--- src/rtl/rom_load_sequencer.sv ---
// Sequences HPS ioctl downloads into the TropicalAngel core: ROM bytes go to the dn_* bus,
// DIP bytes land in sw0/sw1, and the core is held in reset until the load settles.
module rom_load_sequencer #(
   parameter logic [16:0] EXPECTED_BYTES = 17'h1C000,
   parameter int unsigned RESET_HOLD     = 16,
   parameter logic [7:0]  DIP0_DEFAULT   = 8'hFF,
   parameter logic [7:0]  DIP1_DEFAULT   = 8'hFF
) (
   input  logic        clk_sys,
   input  logic        reset,
   input  logic        ioctl_download,
   input  logic        ioctl_wr,
   input  logic [24:0] ioctl_addr,
   input  logic [7:0]  ioctl_dout,
   input  logic [7:0]  ioctl_index,
   output logic [16:0] dn_addr,
   output logic [7:0]  dn_data,
   output logic        dn_wr,
   output logic [7:0]  sw0,
   output logic [7:0]  sw1,
   output logic        core_reset,
   output logic        load_ok,
   output logic        load_err
);

   typedef enum logic [2:0] {IDLE, LOAD_ROM, LOAD_DIP, HOLD, RUN} state_t;

   localparam logic [17:0] CNT_MAX      = 18'h20000;
   localparam logic [17:0] EXPECTED_CNT = {1'b0, EXPECTED_BYTES};
   localparam logic [7:0]  HOLD_LAST    = 8'(RESET_HOLD - 1);

   state_t      state_q, state_d;
   logic        wrPrev_q, dlPrev_q;
   logic [17:0] byteCnt_q, byteCnt_d;
   logic [7:0]  holdCnt_q, holdCnt_d;
   logic        rangeErr_q, rangeErr_d;
   logic        loadOk_q, loadOk_d;
   logic        loadErr_q, loadErr_d;
   logic [16:0] dnAddr_q, dnAddr_d;
   logic [7:0]  dnData_q, dnData_d;
   logic        dnWr_q, dnWr_d;
   logic [7:0]  sw0_q, sw0_d;
   logic [7:0]  sw1_q, sw1_d;

   logic dlRise, dlFall, wrAccept, inRange, isRom, isDip;

   // A write on the very cycle the download drops still belongs to that download.
   assign dlRise   = ioctl_download & ~dlPrev_q;
   assign dlFall   = ~ioctl_download & dlPrev_q;
   assign wrAccept = ioctl_wr & ~wrPrev_q & (ioctl_download | dlPrev_q);
   assign inRange  = (ioctl_addr[24:17] == 8'd0);
   assign isRom    = (ioctl_index == 8'd0);
   assign isDip    = (ioctl_index == 8'd254);

   always_ff @(posedge clk_sys) begin
      if (reset) begin
         state_q    <= IDLE;
         wrPrev_q   <= 1'b0;
         dlPrev_q   <= 1'b0;
         byteCnt_q  <= '0;
         holdCnt_q  <= '0;
         rangeErr_q <= 1'b0;
         loadOk_q   <= 1'b0;
         loadErr_q  <= 1'b0;
         dnAddr_q   <= '0;
         dnData_q   <= '0;
         dnWr_q     <= 1'b0;
         sw0_q      <= DIP0_DEFAULT;
         sw1_q      <= DIP1_DEFAULT;
      end else begin
         state_q    <= state_d;
         wrPrev_q   <= ioctl_wr;
         dlPrev_q   <= ioctl_download;
         byteCnt_q  <= byteCnt_d;
         holdCnt_q  <= holdCnt_d;
         rangeErr_q <= rangeErr_d;
         loadOk_q   <= loadOk_d;
         loadErr_q  <= loadErr_d;
         dnAddr_q   <= dnAddr_d;
         dnData_q   <= dnData_d;
         dnWr_q     <= dnWr_d;
         sw0_q      <= sw0_d;
         sw1_q      <= sw1_d;
      end
   end

   always_comb begin
      state_d    = state_q;
      byteCnt_d  = byteCnt_q;
      holdCnt_d  = holdCnt_q;
      rangeErr_d = rangeErr_q;
      loadOk_d   = loadOk_q;
      loadErr_d  = loadErr_q;
      dnAddr_d   = dnAddr_q;
      dnData_d   = dnData_q;
      dnWr_d     = 1'b0;
      sw0_d      = sw0_q;
      sw1_d      = sw1_q;
      core_reset = 1'b1;

      case (state_q)
         IDLE: begin
            if (dlRise && isRom) begin
               state_d    = LOAD_ROM;
               byteCnt_d  = '0;
               rangeErr_d = 1'b0;
               loadOk_d   = 1'b0;
               loadErr_d  = 1'b0;
            end else if (dlRise && isDip) begin
               state_d = LOAD_DIP;
            end else if (dlFall) begin
               state_d   = HOLD;
               holdCnt_d = '0;
            end else if (!ioctl_download) begin
               state_d = RUN;
            end
         end

         LOAD_ROM: begin
            if (wrAccept) begin
               if (inRange) begin
                  dnAddr_d = ioctl_addr[16:0];
                  dnData_d = ioctl_dout;
                  dnWr_d   = 1'b1;
                  if (byteCnt_q != CNT_MAX) begin
                     byteCnt_d = byteCnt_q + 18'd1;
                  end
               end else begin
                  rangeErr_d = 1'b1;
               end
            end
            // Size check uses the updated count so a final byte on the falling edge is included.
            if (dlFall) begin
               state_d   = HOLD;
               holdCnt_d = '0;
               loadOk_d  = (byteCnt_d == EXPECTED_CNT) && !rangeErr_d;
               loadErr_d = !loadOk_d;
            end
         end

         LOAD_DIP: begin
            if (wrAccept) begin
               if (ioctl_addr == 25'd0) begin
                  sw0_d = ioctl_dout;
               end else if (ioctl_addr == 25'd1) begin
                  sw1_d = ioctl_dout;
               end
            end
            if (dlFall) begin
               state_d   = HOLD;
               holdCnt_d = '0;
            end
         end

         HOLD: begin
            if (dlRise && isRom) begin
               state_d    = LOAD_ROM;
               holdCnt_d  = '0;
               byteCnt_d  = '0;
               rangeErr_d = 1'b0;
               loadOk_d   = 1'b0;
               loadErr_d  = 1'b0;
            end else if (dlRise && isDip) begin
               state_d   = LOAD_DIP;
               holdCnt_d = '0;
            end else if (holdCnt_q == HOLD_LAST) begin
               state_d = RUN;
            end else begin
               holdCnt_d = holdCnt_q + 8'd1;
            end
         end

         RUN: begin
            core_reset = 1'b0;
            if (dlRise && isRom) begin
               state_d    = LOAD_ROM;
               core_reset = 1'b1;
               byteCnt_d  = '0;
               rangeErr_d = 1'b0;
               loadOk_d   = 1'b0;
               loadErr_d  = 1'b0;
            end else if (dlRise && isDip) begin
               state_d    = LOAD_DIP;
               core_reset = 1'b1;
            end
         end

         default: state_d = IDLE;
      endcase
   end

   assign dn_addr  = dnAddr_q;
   assign dn_data  = dnData_q;
   assign dn_wr    = dnWr_q;
   assign sw0      = sw0_q;
   assign sw1      = sw1_q;
   assign load_ok  = loadOk_q;
   assign load_err = loadErr_q;

endmodule

--- config.mk ---
export PLATFORM = sky130hd
export DESIGN_NAME = rom_load_sequencer
export DESIGN_NICKNAME = d
export VERILOG_FILES = /design/src/rtl/rom_load_sequencer.sv
export SDC_FILE = /design/constraint.sdc
export NUM_CORES = 1
export LEC_CHECK = 0
export BUFFER_PORTS_ARGS = -buffer_cell sky130_fd_sc_hd__buf_2
export CAP_MARGIN = 20
export CORE_MARGIN = 2
export CORE_UTILIZATION = 54
export DETAILED_ROUTE_END_ITERATION = 8
export GPL_TIMING_DRIVEN = 0
export PLACE_DENSITY = 0.77
export SLEW_MARGIN = 25
export SYNTH_ARGS = -nofsm -noshare
export SYNTH_HDL_FRONTEND = slang
export SYNTH_SLANG_ARGS = --single-unit
--- constraint.sdc ---
create_clock -name clk_sys -period 3.7 [get_ports clk_sys]
set_clock_uncertainty 0.15 [all_clocks]
set_input_delay 0.74 -clock clk_sys [delete_from_list [all_inputs] [get_ports clk_sys]]
set_output_delay 0.74 -clock clk_sys [all_outputs]
set_load 0.005 [all_outputs]
==> summary.txt, run 1 <==
STA
  – RSZ-0062 raised after global routing: no
  – Fin. Hold Viols: 0
  – TNS Setup: 0 ps
  – Pins Over Slew Limit: 0
  – Slew HR: 39.3%
  – Hold slack: 305 ps
  – Fmax: 310 MHz
  – Setup violators final: 0
  – Fin crit share: 87.1%
  – Worst-margin pin slew: 904 ps
  – Min Tclk post-route: 3220 ps

Synthesis
  – Synth area leader: dfxtp_1
  – Synth top area share: 38.3%
  – Yosys Warn Count: 0
  – Ys async rst share: 0%
  – Synthesized flop and latch total: 76
  – Top FF cell, synth: dfxtp_1
  – Sequential share of the synthesized area: 38.3%
  – Top cells by area, synth: dfxtp_1, nand2_1, a21oi_1
  – Post-synth EDFFs: 0
  – Post-Syn Area per Cell: 8.02 um^2
  – Distinct cell type count after synthesis: 62
  – Post-Syn Nets: 543
  – Synthesized instance count: 495
  – Post-Syn Area: 0.00397 mm^2

Setup path
  – Largest stage delay on the critical path: 740 ps
  – CP Cell Sequence: buf_2, nor4_4, nand4_1, a21oi_1, nor3b_1, o2111ai_1, o21a_1
  – Top cell family by delay on the critical path: simple AND/OR/NAND/NOR gates
  – Worst endpoint data arrival time: 3330 ps
  – Critical Path Fanout Max: 10
  – CP Launch Type: primary input
  – Critical path type: primary input to flop
  – Slowest CP cell: a21oi_1
  – CP Data Required Time: 3800 ps
  – WP buf/inv: 1
  – Crit path capture type: flop

Cells and area
  – Layout cells sized above 1: 21.9%
  – # diodes: 0
  – P&R area growth vs syn: 19.4%
  – # nets final: 642
  – Most common cell after layout, fill and taps aside: buf_2
  – Commonest non-fill, non-tap cells in the layout: buf_2, dfxtp_1, nand2_1
  – Fill count: 622
  – Fin cells: 698
  – Fin area: 0.00474 mm^2

Place
  – Placed insts: 682
  – Port bufs: 88
  – Placed cell areas: 0.00453 mm^2
  – Routability cong.: 0.940
  – Hpwl dp: 8130 um

Route
  – DRC Markers: 0
  – DR pass1 iterations: 5
  – Drt total wl: 11,100 um
  – Via Count: 4,087
  – Avg WL per Cell: 15.9 um
  – 1st-iter DRT viols: 356
  – Final ANT Viol Nets: 0
  – Vias per cell: 5.86

Clock network
  – Clock Root Buffer: clkbuf_8
  – Post-CTS Hold Fix Bufs: 0
  – Post-CTS Setup Repair Bufs: 0
  – Post-cts gate resize count: 0
  – Latest clock arrival within the worst-skew pair: 360 ps
  – TritonCTS clock tree: done
  – CTS buffer count: 9
  – H-tree Lvls: 3
  – Clk sinks: 76
  – Reg clk slew, reported paths: 80 ps
  – Clock buffer depth: 2

Floorplan
  – Starting Density: 55.3%
  – Die ar.: 0.00805 mm^2
  – Die Wd: 89.7 um
  – Core Region: 0.00718 mm^2
  – Num ports: 90
  – DIE HEIGHT: 89.7 um
  – # rows: 31

Global route
  – Pin count of the biggest net entering global routing: 16
  – Vias in the first global route: 3,717
  – GRT Util Overall: 27.4%
  – First-pass GRT wire length: 18,100 um
  – Antenna violations before repair: 0
  – Grt ovf: 0

Pwr
  – Power density over the cells: 351 mW/mm^2
  – Worst VDD drop: 0.300 mV
  – Leak: 1.76 nW

Job
  – Maxcap violations: 0

Hold path
  – Hold Path Class: flop to flop

Outcome
  – Status: completed
## sequential cells by signal, summed over array words and instances, names as in the netlist
register / count
holdCnt_q: 8
wrPrev_q: 1
sw0: 8
sw1: 8
dn_data: 8
state_q: 3
dlPrev_q: 1
dn_addr: 17
dn_wr: 1
load_err: 1
byteCnt_q: 18
load_ok: 1
rangeErr_q: 1
## metal layers
| layer | track usage [%] | part of all wire, % | vias up |
|---|---|---|---|
| li1 | - | - | 2005 |
| met1 | 35.5 | 43 | 1903 |
| met2 | 47.0 | 49 | 158 |
| met3 | 5.20 | 6.4 | 21 |
| met4 | 7.31 | 1.5 | 0 |
| met5 | 0 | 0 | - |
## logic make-up after synthesis
kind of cell / after synthesis / share of synthesized area, %
mux: 1 / 0.252
xor+xnor: 10 / 2.21
fa+ha+maj: 3 / 0.946
simple gates: 222 / 30.1
compound gates: 140 / 23.7
flops: 76 / 38.3
buf+inv: 43 / 4.38
## area by class of cell
cell class                      instances  area, um^2  share of cell area (%)
Multi-Input combinational cell        376        2270                    48.0
Inverter                                6        22.5                   0.476
Buffer                                 37         151                    3.20
Tap cell                               99         124                    2.62
Clock inverter                          7        80.1                    1.69
Clock buffer                            9         124                    2.62
Sequential cell                        76        1520                    32.1
Timing Repair Buffer                   88         440                    9.30
## report_power, final
part / internal, mW / switching [mW]
logic: 0.0581 / 0.102
clock network: 0.322 / 0.347
registers: 0.824 / 0.00582
## per-stage QoR
step                setup WS (ps)  power, mW  utilization (%)
floorplan                     696      0.939                -
global placement              240       1.00             63.2
detailed placement            194       1.01             63.2
CTS                           554       1.66             66.0
global route                  369       1.71             66.0
finish                        477       1.66             66.0
## path summary, 6_finish.rpt
kind	endpoint	cells past startpoint	start	slack, ps
min reg2reg	dn_addr[14]	2	dn_addr[14]	310
max	load_err	7	ioctl_addr[17]	480
min	dn_addr[14]	2	dn_addr[14]	310
max reg2reg	load_err	7	dlPrev_q	790
## cells in the mapped netlist (2+ instances only)
master and instances:
nor3b_1 2, a31oi_1 6, nand3_1 14, and3_1 8, o31ai_1 5, o22ai_1 2
a311oi_1 5, xnor2_1 3, or3_1 7, a21o_1 3, and4_1 6, and2_1 7
a211o_1 17, xor2_1 7, nor4b_1 2, nor4_4 2, clkbuf_1 28, o211ai_1 5
inv_1 6, or2_2 4, o21a_1 2, a21oi_1 46, or4_4 2, nor2b_1 21
nand4_1 10, a41oi_1 3, a21bo_2 2, o2111ai_1 5, a31o_2 2, or3b_2 2
nor4_1 6, or4_1 6, nand2_1 75, a211oi_1 4, buf_2 6, nor3_1 8
o31a_1 2, o21ai_0 21, ha_1 3, nor2_1 33, dfxtp_1 76
## worst register-to-register path: cells and delay by family, from the launching register on
kind | cells | cell delay, ps
AOI/OAI and AO/OA | 3 | 1130
buffers and inverters | 1 | 290
DFF | 1 | 370
and+or+nand+nor | 3 | 860
Note: power is estimated with default switching activity, not from simulation.
==> run 2: changes to the inputs <==
Settings changed: CORE_UTILIZATION 54 to 51, CTS_BUF_LIST set to sky130_fd_sc_hd__clkbuf_2, PLACE_DENSITY 0.77 to 0.76.
Clock period 3.7 ns to 2.7 ns, I/O delays scaled along.
==> summary.txt, run 2 (synthesized netlist as in run 1, its figures left out) <==
Outcome
  – Status: completed

STA
  – Fin crit share: 99.0%
  – Setup violators final: 0 (unchanged)
  – Pins Over Slew Limit: 0 (unchanged)
  – Hold slack: 64.8 ps (-240 ps)
  – Min Tclk post-route: 2670 ps
  – Worst-margin pin slew: 661 ps (-243 ps)
  – Fin. Hold Viols: 0 (unchanged)
  – Worst setup margin: 26.3 ps (-450 ps)
  – Slew HR: 55.9% (+17 points)
  – Fmax: 374 MHz
  – RSZ-0062 raised after global routing: yes

Cells and area
  – Commonest non-fill, non-tap cells in the layout: buf_2, nand2_1, dfxtp_1
  – # diodes: 0 (unchanged)
  – Most common cell after layout, fill and taps aside: buf_2
  – Largest Register: byteCnt_q
  – Fin cells: 706 (+1.1%)
  – Layout cells sized above 1: 27.3% (+5.4 points)
  – Number of flip-flops in the largest register: 18 (unchanged)
  – Fill count: 708 (+14%)
  – # nets final: 647 (+0.78%)
  – P&R area growth vs syn: 20.9%

Setup path
  – Critical path endpoint: core_reset
  – Most used cell, CP: or4_4
  – Reg2Reg Setup Slack: 80 ps (-710 ps)
  – R2R cell count: 7 (unchanged)
  – R2R Path End: load_err
  – Critical Path Fanout Max: 2 (-8)
  – R2R Path Start: byteCnt_q[2]
  – Critical path type: primary input to primary output
  – Slowest CP cell: or4_4
  – CP Launch Type: primary input
  – CP Data Required Time: 2010 ps (-1790 ps)
  – Crit path capture type: primary output
  – Critical path launch point: ioctl_index[1]
  – Worst endpoint data arrival time: 1980 ps (-1350 ps)
  – CP Cell Sequence: buf_6, or4_4, or4_4, a21o_1, nand3_2, buf_2
  – Largest stage delay on the critical path: 530 ps (-210 ps)

Place
  – Place WS: -611 ps (-805 ps)
  – Routability cong.: 1.00 (+6.4%)
  – Port bufs: 88 (unchanged)
  – Placed insts: 685 (+0.44%)
  – Hpwl dp: 8360 um (+2.8%)

Clock network
  – CTS buffer count: 9 (unchanged)
  – Clock buffer depth: 2 (unchanged)
  – Clk sinks: 76 (unchanged)
  – Latest clock arrival within the worst-skew pair: 530 ps (+170 ps)
  – Clock Root Buffer: clkbuf_2
  – H-tree Lvls: 3 (unchanged)
  – TritonCTS clock tree: done
  – Reg clk slew, reported paths: 250 ps (+170 ps)

Floorplan
  – Die ar.: 0.00850 mm^2 (+5.6%)
  – Die Wd: 92.2 um (+2.8%)
  – Num ports: 90 (unchanged)
  – Starting Density: 51.9% (-3.4 points)
  – # rows: 32 (+3.2%)
  – DIE HEIGHT: 92.2 um (+2.8%)
  – Core Region: 0.00765 mm^2 (+6.6%)

Global route
  – Met2 Usage GRT: 44.9% (-2.1 points)
  – Antenna violations before repair: 0 (unchanged)
  – GRT met3 Usage: 7.64% (+2.4 points)
  – Vias in the first global route: 3,887 (+4.6%)
  – Grt ovf: 0 (unchanged)
  – Pin count of the biggest net entering global routing: 16 (unchanged)
  – GRT Util Overall: 27.1% (-0.28 points)
  – Layer with the highest usage: met2
  – Routing usage on met1: 34.2% (-1.3 points)
  – First-pass GRT wire length: 18,500 um (+2.1%)

Route
  – DRC Markers: 0 (unchanged)
  – 1st-iter DRT viols: 246 (-31%)
  – Avg WL per Cell: 16.3 um (+2.4%)
  – Final ANT Viol Nets: 0 (unchanged)
  – Drt total wl: 11,500 um (+3.6%)
  – DR pass1 iterations: 5 (unchanged)
  – Via Count: 4,159 (+1.8%)
  – Vias per cell: 5.89 (+0.61%)

Job
  – Maxcap violations: 0 (unchanged)

Pwr
  – Leak: 1.80 nW (+2.2%)
  – Power density over the cells: 410 mW/mm^2 (+17%)
  – Worst VDD drop: 0.303 mV (+0.92%)

Hold path
  – Hold Path Class: primary input to flop
  – Hold Startpoint: ioctl_dout[6]
## run 2: cell types whose count changed in the layout (fill, tap and decap cells not counted), sizes merged
cell | before | now
clkbuf | 38 | 35
bufinv | 1 | 0
clkinvlp | 1 | 2
buf | 96 | 104
## run 2: repair_timing
action / CTS / global route
pin swaps: 1 / 4
gates resized for setup: 15 / 28
endpoints found under the setup margin: 14 / 34
buffers inserted: 1 / 8
hold buffers: 0 / 0
## run 2: metal layers
layer / vias to the layer above / wire [um] / share of wire [%]
li1: 2014 / - / -
met1: 1945 / 4850 / 42
met2: 175 / 5490 / 48
met3: 25 / 964 / 8.4
met4: 0 / 226 / 2.0
met5: - / 0 / 0
## run 2: how the worst min path moves through the flow
stage	to	slack (ps)	depth (start not counted)
after floorplan	dn_addr[0]	300	2
after global placement	dn_addr[10]	290	2
after detailed placement	dn_addr[11]	290	2
after CTS	sw1[1]	50	2
after global routing	sw1[7]	20	2
final	sw1[6]	60	2
## run 2: critical path, delay by kind of cell
kind                   cells  cell delay [ps]
AOI/OAI and AO/OA          1              190
buffers and inverters      2              200
and+or+nand+nor            3             1050
## run 2: metrics by stage
stage	utilization, %	setup TNS [ps]	power (mW)	instance area (um^2)
3_3_place_gp	59.3	-15550	1.37	4540
4_1_cts	61.3	0	1.97	4690
3_5_place_dp	59.3	-16730	1.38	4540
2_1_floorplan	-	0	1.29	3970
6_report	62.7	0	1.97	4800
5_1_grt	62.7	-6.20	2.05	4800
## run 2: report_power, final
group / total (mW) / switching (mW) / internal (mW)
Sequential: 1.14 / 0.00801 / 1.13
Combinational: 0.236 / 0.148 / 0.0876
Clock: 0.591 / 0.455 / 0.136
## run 2: area by class of cell
class                      count  area (um^2)  share of cell area [%]
buffer                        33          160                    3.34
multi-input combinational    376         2330                    48.6
clock buffer                   9         45.0                   0.939
inverter                       6         22.5                   0.469
tap                          102          128                    2.66
clock inverter                 7         57.6                    1.20
timing repair buffer          97          520                    10.8
sequential                    76         1530                    32.0
==> run 3: changes to the inputs <==
Settings changed: CAP_MARGIN 20 to 5, CORE_UTILIZATION 51 to 60, PLACE_DENSITY 0.76 to 0.84.
Clock period 2.7 ns to 3.5 ns, I/O delays scaled along.
==> summary.txt, run 3 (synthesized netlist as in run 1, its figures left out) <==
Cells and area
  – Final Util: 72.0% (+9.3 points)
  – P&R area growth vs syn: 16.0%
  – Number of flip-flops in the largest register: 18 (unchanged)
  – Layout cells sized above 1: 21.7% (-5.6 points)
  – # nets final: 642 (-0.77%)
  – Fin cells: 676 (-4.2%)
  – Most common cell after layout, fill and taps aside: buf_2
  – # diodes: 0 (unchanged)
  – Commonest non-fill, non-tap cells in the layout: buf_2, dfxtp_1, nand2_1
  – Fin area: 0.00460 mm^2 (-4.1%)
  – Largest Register: byteCnt_q

Pwr
  – Combinational cell fraction of total power: 11.5% (-0.5 points)
  – Switching Share: 30.7% (-0.31 points)
  – Worst VDD drop: 0.271 mV (-11%)
  – Sw power: 0.458 mW (-25%)
  – Internal Power: 1.03 mW (-24%)
  – Leak: 1.71 nW (-4.5%)
  – Reg power frac: 59.1% (+1.1 points)
  – Power density over the cells: 324 mW/mm^2 (-21%)
  – Design Power: 1.49 mW (-24%)
  – Clk pwr share: 29.4% (-0.6 points)

Global route
  – Vias in the first global route: 3,753 (-3.4%)
  – Grt ovf: 0 (unchanged)
  – GRT Util Overall: 31.4% (+4.3 points)
  – Pin count of the biggest net entering global routing: 15 (-1)
  – Antenna violations before repair: 0 (unchanged)
  – First-pass GRT wire length: 18,100 um (-1.8%)

Route
  – DRC Markers: 0 (unchanged)
  – M1 wire length: 4910 um (+1.3%)
  – Vias per cell: 6.17 (+4.7%)
  – Via Count: 4,169 (+0.24%)
  – Met3 wire len: 958 um (-0.62%)
  – DR pass1 iterations: 5 (unchanged)
  – Drt total wl: 11,500 um (-0.66%)
  – 1st-iter DRT viols: 314 (+28%)
  – Met2 WL: 5240 um (-4.6%)
  – Top Layer Used: met4
  – Avg WL per Cell: 16.9 um (+3.7%)
  – Final ANT Viol Nets: 0 (unchanged)

STA
  – RSZ-0062 raised after global routing: no
  – Hold slack: 240 ps (+176 ps)
  – Fmax: 326 MHz
  – Fin crit share: 87.7%
  – TNS Setup: 0 ps (unchanged)
  – Fin. Hold Viols: 0 (unchanged)
  – Worst-margin pin slew: 901 ps (+240 ps)
  – Pins Over Slew Limit: 0 (unchanged)
  – Min Tclk post-route: 3070 ps
  – Worst setup margin: 429 ps (+403 ps)
  – Setup violators final: 0 (unchanged)
  – Slew HR: 39.5% (-16 points)

Hold path
  – Hold Startpoint: ioctl_dout[6]
  – Hold Path Class: primary input to flop

Clock network
  – Reg clk slew, reported paths: 240 ps (about the same)
  – CTS buffer count: 9 (unchanged)
  – Latest clock arrival within the worst-skew pair: 520 ps (about the same)
  – Post-CTS Hold Fix Bufs: 0 (unchanged)
  – TritonCTS clock tree: done
  – Clock buffer depth: 2 (unchanged)
  – Post-CTS Setup Repair Bufs: 0 (-1)
  – Clock Root Buffer: clkbuf_2
  – H-tree Lvls: 3 (unchanged)
  – Clk sinks: 76 (unchanged)
  – Post-cts gate resize count: 0 (-15)

Setup path
  – CP Data Required Time: 2650 ps (+640 ps)
  – Crit path capture type: primary output
  – WP buf/inv: 2 (unchanged)
  – Worst endpoint data arrival time: 2220 ps (+240 ps)
  – Critical path type: primary input to primary output
  – Critical path launch point: ioctl_index[1]
  – Critical Path Fanout Max: 2 (unchanged)
  – R2R Path Start: dlPrev_q
  – R2R cell count: 9 (+2)
  – CP Launch Type: primary input
  – Slowest CP cell: or4_1
  – Levels on crit path: 6 (unchanged)
  – Critical path endpoint: core_reset
  – R2R Path End: sw0[7]
  – Top cell family by delay on the critical path: simple AND/OR/NAND/NOR gates
  – Largest stage delay on the critical path: 530 ps (about the same)
  – Reg2Reg Setup Slack: 570 ps (+490 ps)
  – CP Cell Sequence: buf_2, or4_1, or4_1, a21o_1, nand3_1, buf_2

Place
  – Routability cong.: 0.927 (-7.3%)
  – Placed insts: 660 (-3.6%)
  – Place WS: 29.9 ps (+641 ps)
  – Port bufs: 88 (unchanged)
  – Hpwl dp: 8180 um (-2.2%)
  – Placed cell areas: 0.00450 mm^2 (-0.69%)

Job
  – Maxcap violations: 0 (unchanged)

Floorplan
  – DIE HEIGHT: 85.3 um (-7.5%)
  – Num ports: 90 (unchanged)
  – Core Region: 0.00639 mm^2 (-16%)
  – Starting Density: 62.1% (+10 points)
  – Die ar.: 0.00728 mm^2 (-14%)
  – Die Wd: 85.3 um (-7.5%)
  – # rows: 29 (-9.4%)

Outcome
  – Status: completed
run 3: worst min path at each step:
stage                 endpoint  cells past startpoint
finish                  sw1[6]                      2
detailed placement  dn_addr[1]                      2
global placement    dn_data[0]                      2
global route        dn_addr[1]                      3
CTS                   wrPrev_q                      2
floorplan           dn_addr[0]                      2
run 3: cell type report:
type | instances | area (um^2)
multi-input cells | 376 | 2270
fillers | 508 | 1790
flip-flops and latches | 76 | 1520
repair buffers | 88 | 440
plain buffers | 37 | 151
well taps | 77 | 96.3
clock inverters | 7 | 51.3
clock buffers | 9 | 45.0
inverters | 6 | 22.5
run 3: per-layer routing:
layer  vias up  global-route usage [%]
met4         0                    13.6
met2       210                    49.8
met5         -                       0
met3        41                    5.93
met1      1916                    41.8
li1       2002                       -
run 3: power groups by stage:
stage	Combinational, mW	Clock [mW]	Sequential (mW)
after floorplan	0.0963	0	0.896
after global placement	0.161	0	0.897
after detailed placement	0.166	0	0.898
after CTS	0.166	0.434	0.881
after global routing	0.185	0.483	0.883
final	0.171	0.439	0.882
